===== src/rtl/score_pkg.sv =====
// Shared types and helpers for the score counter datapath.
package score_pkg;

  localparam int MAX_DIGITS = 6;
  localparam int RADIX_DEC  = 10;
  localparam int RADIX_HEX  = 16;

  typedef logic [3:0] digit_t;

  typedef enum logic {
    PLAY   = 1'b0,
    FROZEN = 1'b1
  } state_t;

  // Ripple +1 across the low n digits of a packed score, wrapping each digit at radix.
  function automatic logic [4*MAX_DIGITS-1:0] score_inc(
    input logic [4*MAX_DIGITS-1:0] value,
    input int                      n,
    input int                      radix
  );
    logic [4*MAX_DIGITS-1:0] result;
    logic                    carry;
    result = value;
    carry  = 1'b1;
    for (int i = 0; i < MAX_DIGITS; i++) begin
      if (i < n && carry) begin
        if (value[4*i +: 4] == digit_t'(radix - 1)) begin
          result[4*i +: 4] = 4'd0;
        end else begin
          result[4*i +: 4] = value[4*i +: 4] + 4'd1;
          carry            = 1'b0;
        end
      end
    end
    return result;
  endfunction

endpackage


===== src/rtl/score_digit.sv =====
// One score digit: modulo-RADIX register with carry-in and carry-out.
module score_digit
  import score_pkg::*;
#(
  parameter int RADIX = RADIX_DEC
) (
  input  logic   clk,
  input  logic   reset,
  input  logic   clr,
  input  logic   cin,
  output digit_t q,
  output logic   cout
);

  logic at_top;

  assign at_top = (q == digit_t'(RADIX - 1));
  assign cout   = cin & at_top;

  // NOTE: state registers use non-blocking assignments so every flop samples pre-edge values.
  always_ff @(posedge clk or posedge reset) begin
    if (reset) begin
      q <= '0;
    end else if (clr) begin
      q <= '0;
    end else if (cin) begin
      q <= at_top ? digit_t'(0) : q + digit_t'(1);
    end
  end

endmodule


===== src/rtl/score_counter.sv =====
// Multi-digit score counter with game-over freeze and sticky overflow.
// Optional high-score register enabled by defining SCORE_COUNTER_HIGH_SCORE_EN.
module score_counter
  import score_pkg::*;
#(
  parameter int NUM_DIGITS = 2,
  parameter int RADIX      = RADIX_DEC,
  parameter int SATURATE   = 1
) (
  input  logic                    clk,
  input  logic                    reset,
  input  logic                    point,
  input  logic                    clear,
  input  logic                    game_over,
  output logic [4*NUM_DIGITS-1:0] digits,
  output logic                    overflow,
  output logic                    frozen
`ifdef SCORE_COUNTER_HIGH_SCORE_EN
  ,
  output logic [4*NUM_DIGITS-1:0] high_score
`endif
);

  localparam logic SAT = (SATURATE != 0);

  state_t                state;
  logic                  point_q;
  logic                  inc;
  logic                  play;
  logic                  at_max;
  logic                  count_en;
  logic                  ovf_set;
  logic [NUM_DIGITS:0]   carry;

  assign inc      = point & ~point_q;
  assign play     = (state == PLAY);
  assign count_en = inc & play & ~(at_max & SAT);
  // In wrap mode the carry out of the top digit is exactly "incremented at maximum".
  assign ovf_set  = SAT ? (inc & play & at_max) : carry[NUM_DIGITS];
  assign carry[0] = count_en;

  // NOTE: every variable written in always_comb gets a default first, so no latch is inferred.
  always_comb begin
    at_max = 1'b1;
    for (int i = 0; i < NUM_DIGITS; i++) begin
      if (digits[4*i +: 4] != digit_t'(RADIX - 1)) at_max = 1'b0;
    end
  end

  for (genvar i = 0; i < NUM_DIGITS; i++) begin : g_digit
    score_digit #(
      .RADIX (RADIX)
    ) u_digit (
      .clk   (clk),
      .reset (reset),
      .clr   (clear),
      .cin   (carry[i]),
      .q     (digits[4*i +: 4]),
      .cout  (carry[i+1])
    );
  end

  // point_q resets high so a point held through reset does not score.
  always_ff @(posedge clk or posedge reset) begin
    if (reset) begin
      state    <= PLAY;
      frozen   <= 1'b0;
      point_q  <= 1'b1;
      overflow <= 1'b0;
    end else begin
      point_q <= point;
      if (clear)        overflow <= 1'b0;
      else if (ovf_set) overflow <= 1'b1;
      case (state)
        PLAY: begin
          if (!clear && game_over) begin
            state  <= FROZEN;
            frozen <= 1'b1;
          end
        end
        FROZEN: begin
          if (clear) begin
            state  <= PLAY;
            frozen <= 1'b0;
          end
        end
        default: begin
          state  <= PLAY;
          frozen <= 1'b0;
        end
      endcase
    end
  end

`ifdef SCORE_COUNTER_HIGH_SCORE_EN
  logic [4*MAX_DIGITS-1:0] cur_full;
  logic [4*MAX_DIGITS-1:0] post_full;
  logic [4*MAX_DIGITS-1:0] hs_full;
  logic                    to_frozen;

  assign cur_full  = (4*MAX_DIGITS)'(digits);
  assign hs_full   = (4*MAX_DIGITS)'(high_score);
  // The final point of a game scores on the same edge as the freeze, so compare the post-increment value.
  assign post_full = count_en ? score_inc(cur_full, NUM_DIGITS, RADIX) : cur_full;
  assign to_frozen = play & game_over & ~clear;

  always_ff @(posedge clk or posedge reset) begin
    if (reset) begin
      high_score <= '0;
    end else if (to_frozen && (post_full > hs_full)) begin
      high_score <= post_full[4*NUM_DIGITS-1:0];
    end
  end
`endif

endmodule


===== config.mk =====
export PLATFORM = sky130hd
export DESIGN_NAME = score_counter
export DESIGN_NICKNAME = d
export VERILOG_FILES = /design/src/rtl/score_pkg.sv /design/src/rtl/score_digit.sv /design/src/rtl/score_counter.sv
export SDC_FILE = /design/constraint.sdc
export NUM_CORES = 1
export LEC_CHECK = 0
export BUFFER_PORTS_ARGS = -buffer_cell sky130_fd_sc_hd__buf_2
export CORE_MARGIN = 4
export CORE_UTILIZATION = 45
export CTS_CLUSTER_SIZE = 12
export DETAILED_ROUTE_END_ITERATION = 8
export GPL_TIMING_DRIVEN = 0
export PLACE_DENSITY = 0.71
export SYNTH_ARGS = -nofsm -noshare
export SYNTH_HDL_FRONTEND = slang
export SYNTH_SLANG_ARGS = --single-unit
export TNS_END_PERCENT = 5

===== constraint.sdc =====
create_clock -name clk -period 1.79 [get_ports clk]
set_clock_uncertainty 0.1 [all_clocks]
set_input_delay 0.0895 -clock clk [delete_from_list [all_inputs] [get_ports clk]]
set_output_delay 0.0895 -clock clk [all_outputs]
set_load 0.02 [all_outputs]

==> results.ini <==
[outcome]
status = completed

[floorplanning]
start_util_pct = 48.1
rows = 13
die_h_um = 45.5
io_pins = 15
core_area_um2 = 1320
fp.dieArea_um2 = 2070
die_w_um = 45.5

[power_and_ir_drop]
peakVddDrop_uv = 407
power.leakage_uw = 0.000399
powerDensity_nw_per_um2 = 633

[synthesis]
yosys_register_bits = 12
yosys.area_share.simple_pct = 22.1
synth-adder-area-share_pct = 7.89
ys_seq_area_share_pct = 47.5
synth_top_family_by_area = simple AND/OR/NAND/NOR gates
avgSynthCellArea_um2 = 9.91
yosysWarnings = 0
synth.distinct_cells = 29
synth_area_um2 = 634
synth-xor-area-share_pct = 0
synthTopCellsByArea = dfrtp_1 (43%), ha_1 (7.9%), dfstp_2 (4.1%)
muxShareOfSynthArea_pct = 3.55
synth_top_area_share_pct = 43.4
synth-compound-area-share_pct = 14.6
syn_nets = 73
postSynthCellCount = 64
synth_top_cell_by_area = dfrtp_1

[sta]
worstMarginPinSlew_ps = 538
fin_setup_tns_ps = 0
timing.final.hold_violations = 0
holdWs_ps = 62.3
setup_violations = 0
slew_headroom_pct = 64.0
final.period_utilization_pct = 96.2
layout_min_cycle_time_ps = 1720
fmax_mhz = 581
slew_violations = 0

[detailed_routing]
wl_per_cell_um = 12.6
routed-wl-met2_um = 559
ant_nets = 0
wirelength_um = 1280
drtIter0Drc = 15
remaining_drc_errors = 0
dr.pass1.iters = 4
wl_met1_um = 603
vias = 540
viasPerCell = 5.29
wl_met3_um = 88
highest_layer = met4

[global_routing]
grt_max_degree = 13
first_global_vias = 489
antenna_found_initial = 0
overflow = 0
globalRouteTotalUtil_pct = 14.1
grt_pass1_wl_um = 2030

[worst_setup_path]
critPathRequiredTime_ps = 1840
path_class = register to register
end_kind = register
max_stage_delay_ps = 420
arrival_ps = 1780
worstSetupStartpointType = register
reg2reg_slack_ps = 70
critPathSlowestCell = dfrtp_1
rr_worst_depth = 5
path_cells = inv_1, ha_1, nand3b_1, nor3_4, mux2_2
cp_max_fo = 5

[min_path]
hold_path_class = primary input to register
hold_path_depth = 3

[place]
gp_congestion = 0.799
dp_hpwl_um = 907
portBuffers = 14

[cts]
cts_num_sinks = 12
cts-root-buf = clkbuf_4
cts.reportedPaths.clkPinSlew_ps = 70
numCtsBuffers = 3
ctsHtreeMaxLevel = 1
clock_latency_ps = 270
cts_buffer_depth = 2
cts_tree = built

[layout]
antenna_cells = 0
multi_input_area_um2 = 327
seqCellArea_um2 = 302
layout_common_cells = buf_2 (14), dfrtp_1 (11), nor2_1 (7)
area_growth_pct = 29.0
final_common_cell = buf_2
fillers = 115
finalNetCount = 97
drive_above_1_share_pct = 33.3

[run]
cap_violations = 0

-- final cells by class --
class	instances	area share, %
flip-flops and latches	12	36.9
clock buffers	4	3.21
plain buffers	1	0.459
inverters	5	2.29
multi-input cells	45	39.9
well taps	15	2.29
repair buffers	20	15.0
-- synthesized netlist by cell type --
library cell	n
nand3b_1	1
clkbuf_1	1
ha_1	4
or2_2	2
nand4_1	1
a31oi_1	1
o32ai_1	1
a22o_1	1
a21oi_1	5
inv_1	5
or3b_1	1
or4_1	2
a311oi_1	1
dfstp_2	1
clkbuf_2	1
and3b_1	2
o21ai_0	1
nor2b_1	1
nor3b_1	1
nor3_1	1
o22ai_1	1
nand2_1	3
o31ai_1	2
a41oi_1	1
nor2_1	7
dfrtp_1	11
nand2b_1	1
mux2_2	2
nand3_1	2
-- power by group --
group / switching [uW] / total [uW] / internal [uW]
clock: 86.2 / 172 / 86.2
sequential: 7.43 / 288 / 280
combinational: 33.2 / 57.7 / 24.5
-- layer usage --
| layer | vias to the layer above | global-route usage [%] |
|---|---|---|
| met5 | - | 0 |
| met4 | 0 | 10.5 |
| met3 | 4 | 3.56 |
| met2 | 17 | 19.2 |
| met1 | 244 | 19.0 |
| li1 | 275 | - |
-- path summary, 6_finish.rpt --
check                                     endpoint               startpoint
max in group asynchronous                  point_q                    reset
min                        g_digit[0].u_digit.q[0]                    clear
min reg2reg                                 frozen                   frozen
min in group asynchronous  g_digit[0].u_digit.q[1]                    reset
max reg2reg                g_digit[1].u_digit.q[0]  g_digit[0].u_digit.q[1]
max                        g_digit[1].u_digit.q[0]  g_digit[0].u_digit.q[1]
-- flip-flops by register name, indices dropped and copies added, names as in the netlist --
name	flops
state	1
frozen	1
point_q	1
overflow	1
g_digit.u_digit.q	8
-- logic make-up (layout without fill, tap and decap cells) --
kind of cell	after synthesis	after routing
buffers and inverters	7	30
flip-flops	12	12
adder cells (fa/ha/maj)	4	4
AO/OA/AOI/OAI	14	14
AND/OR/NAND/NOR	25	25
multiplexers	2	2
-- repair_timing --
item                       in CTS  in global routing
resized for setup               2                  3
setup buffers                   0                  3
hold buffers                    3                  0
pin swaps                       0                  1
setup endpoints to repair       2                  3
hold endpoints to repair       14                  0
-- worst max-delay path, delay by kind of cell (launching register included) --
kind | cells | cell delay (ps)
mux | 1 | 360
flops | 1 | 420
simple gates | 2 | 490
buf+inv | 1 | 90
fa+ha+maj | 1 | 160
-- metrics by stage --
| stage | power, uW | worst slack (ps) | instances | utilization, % | area [um^2] |
|---|---|---|---|---|---|
| global route | 543 | -8.55 | 102 | 62.1 | 818 |
| CTS | 520 | 2.90 | 100 | 60.0 | 791 |
| detailed placement | 345 | -76.7 | 93 | 54.9 | 723 |
| floorplan | 325 | 56.1 | 64 | - | 634 |
| global placement | 344 | -50.0 | 93 | 54.9 | 723 |
| finish | 518 | 68.0 | 102 | 62.1 | 818 |
Note: power is estimated with default switching activity, not from simulation.
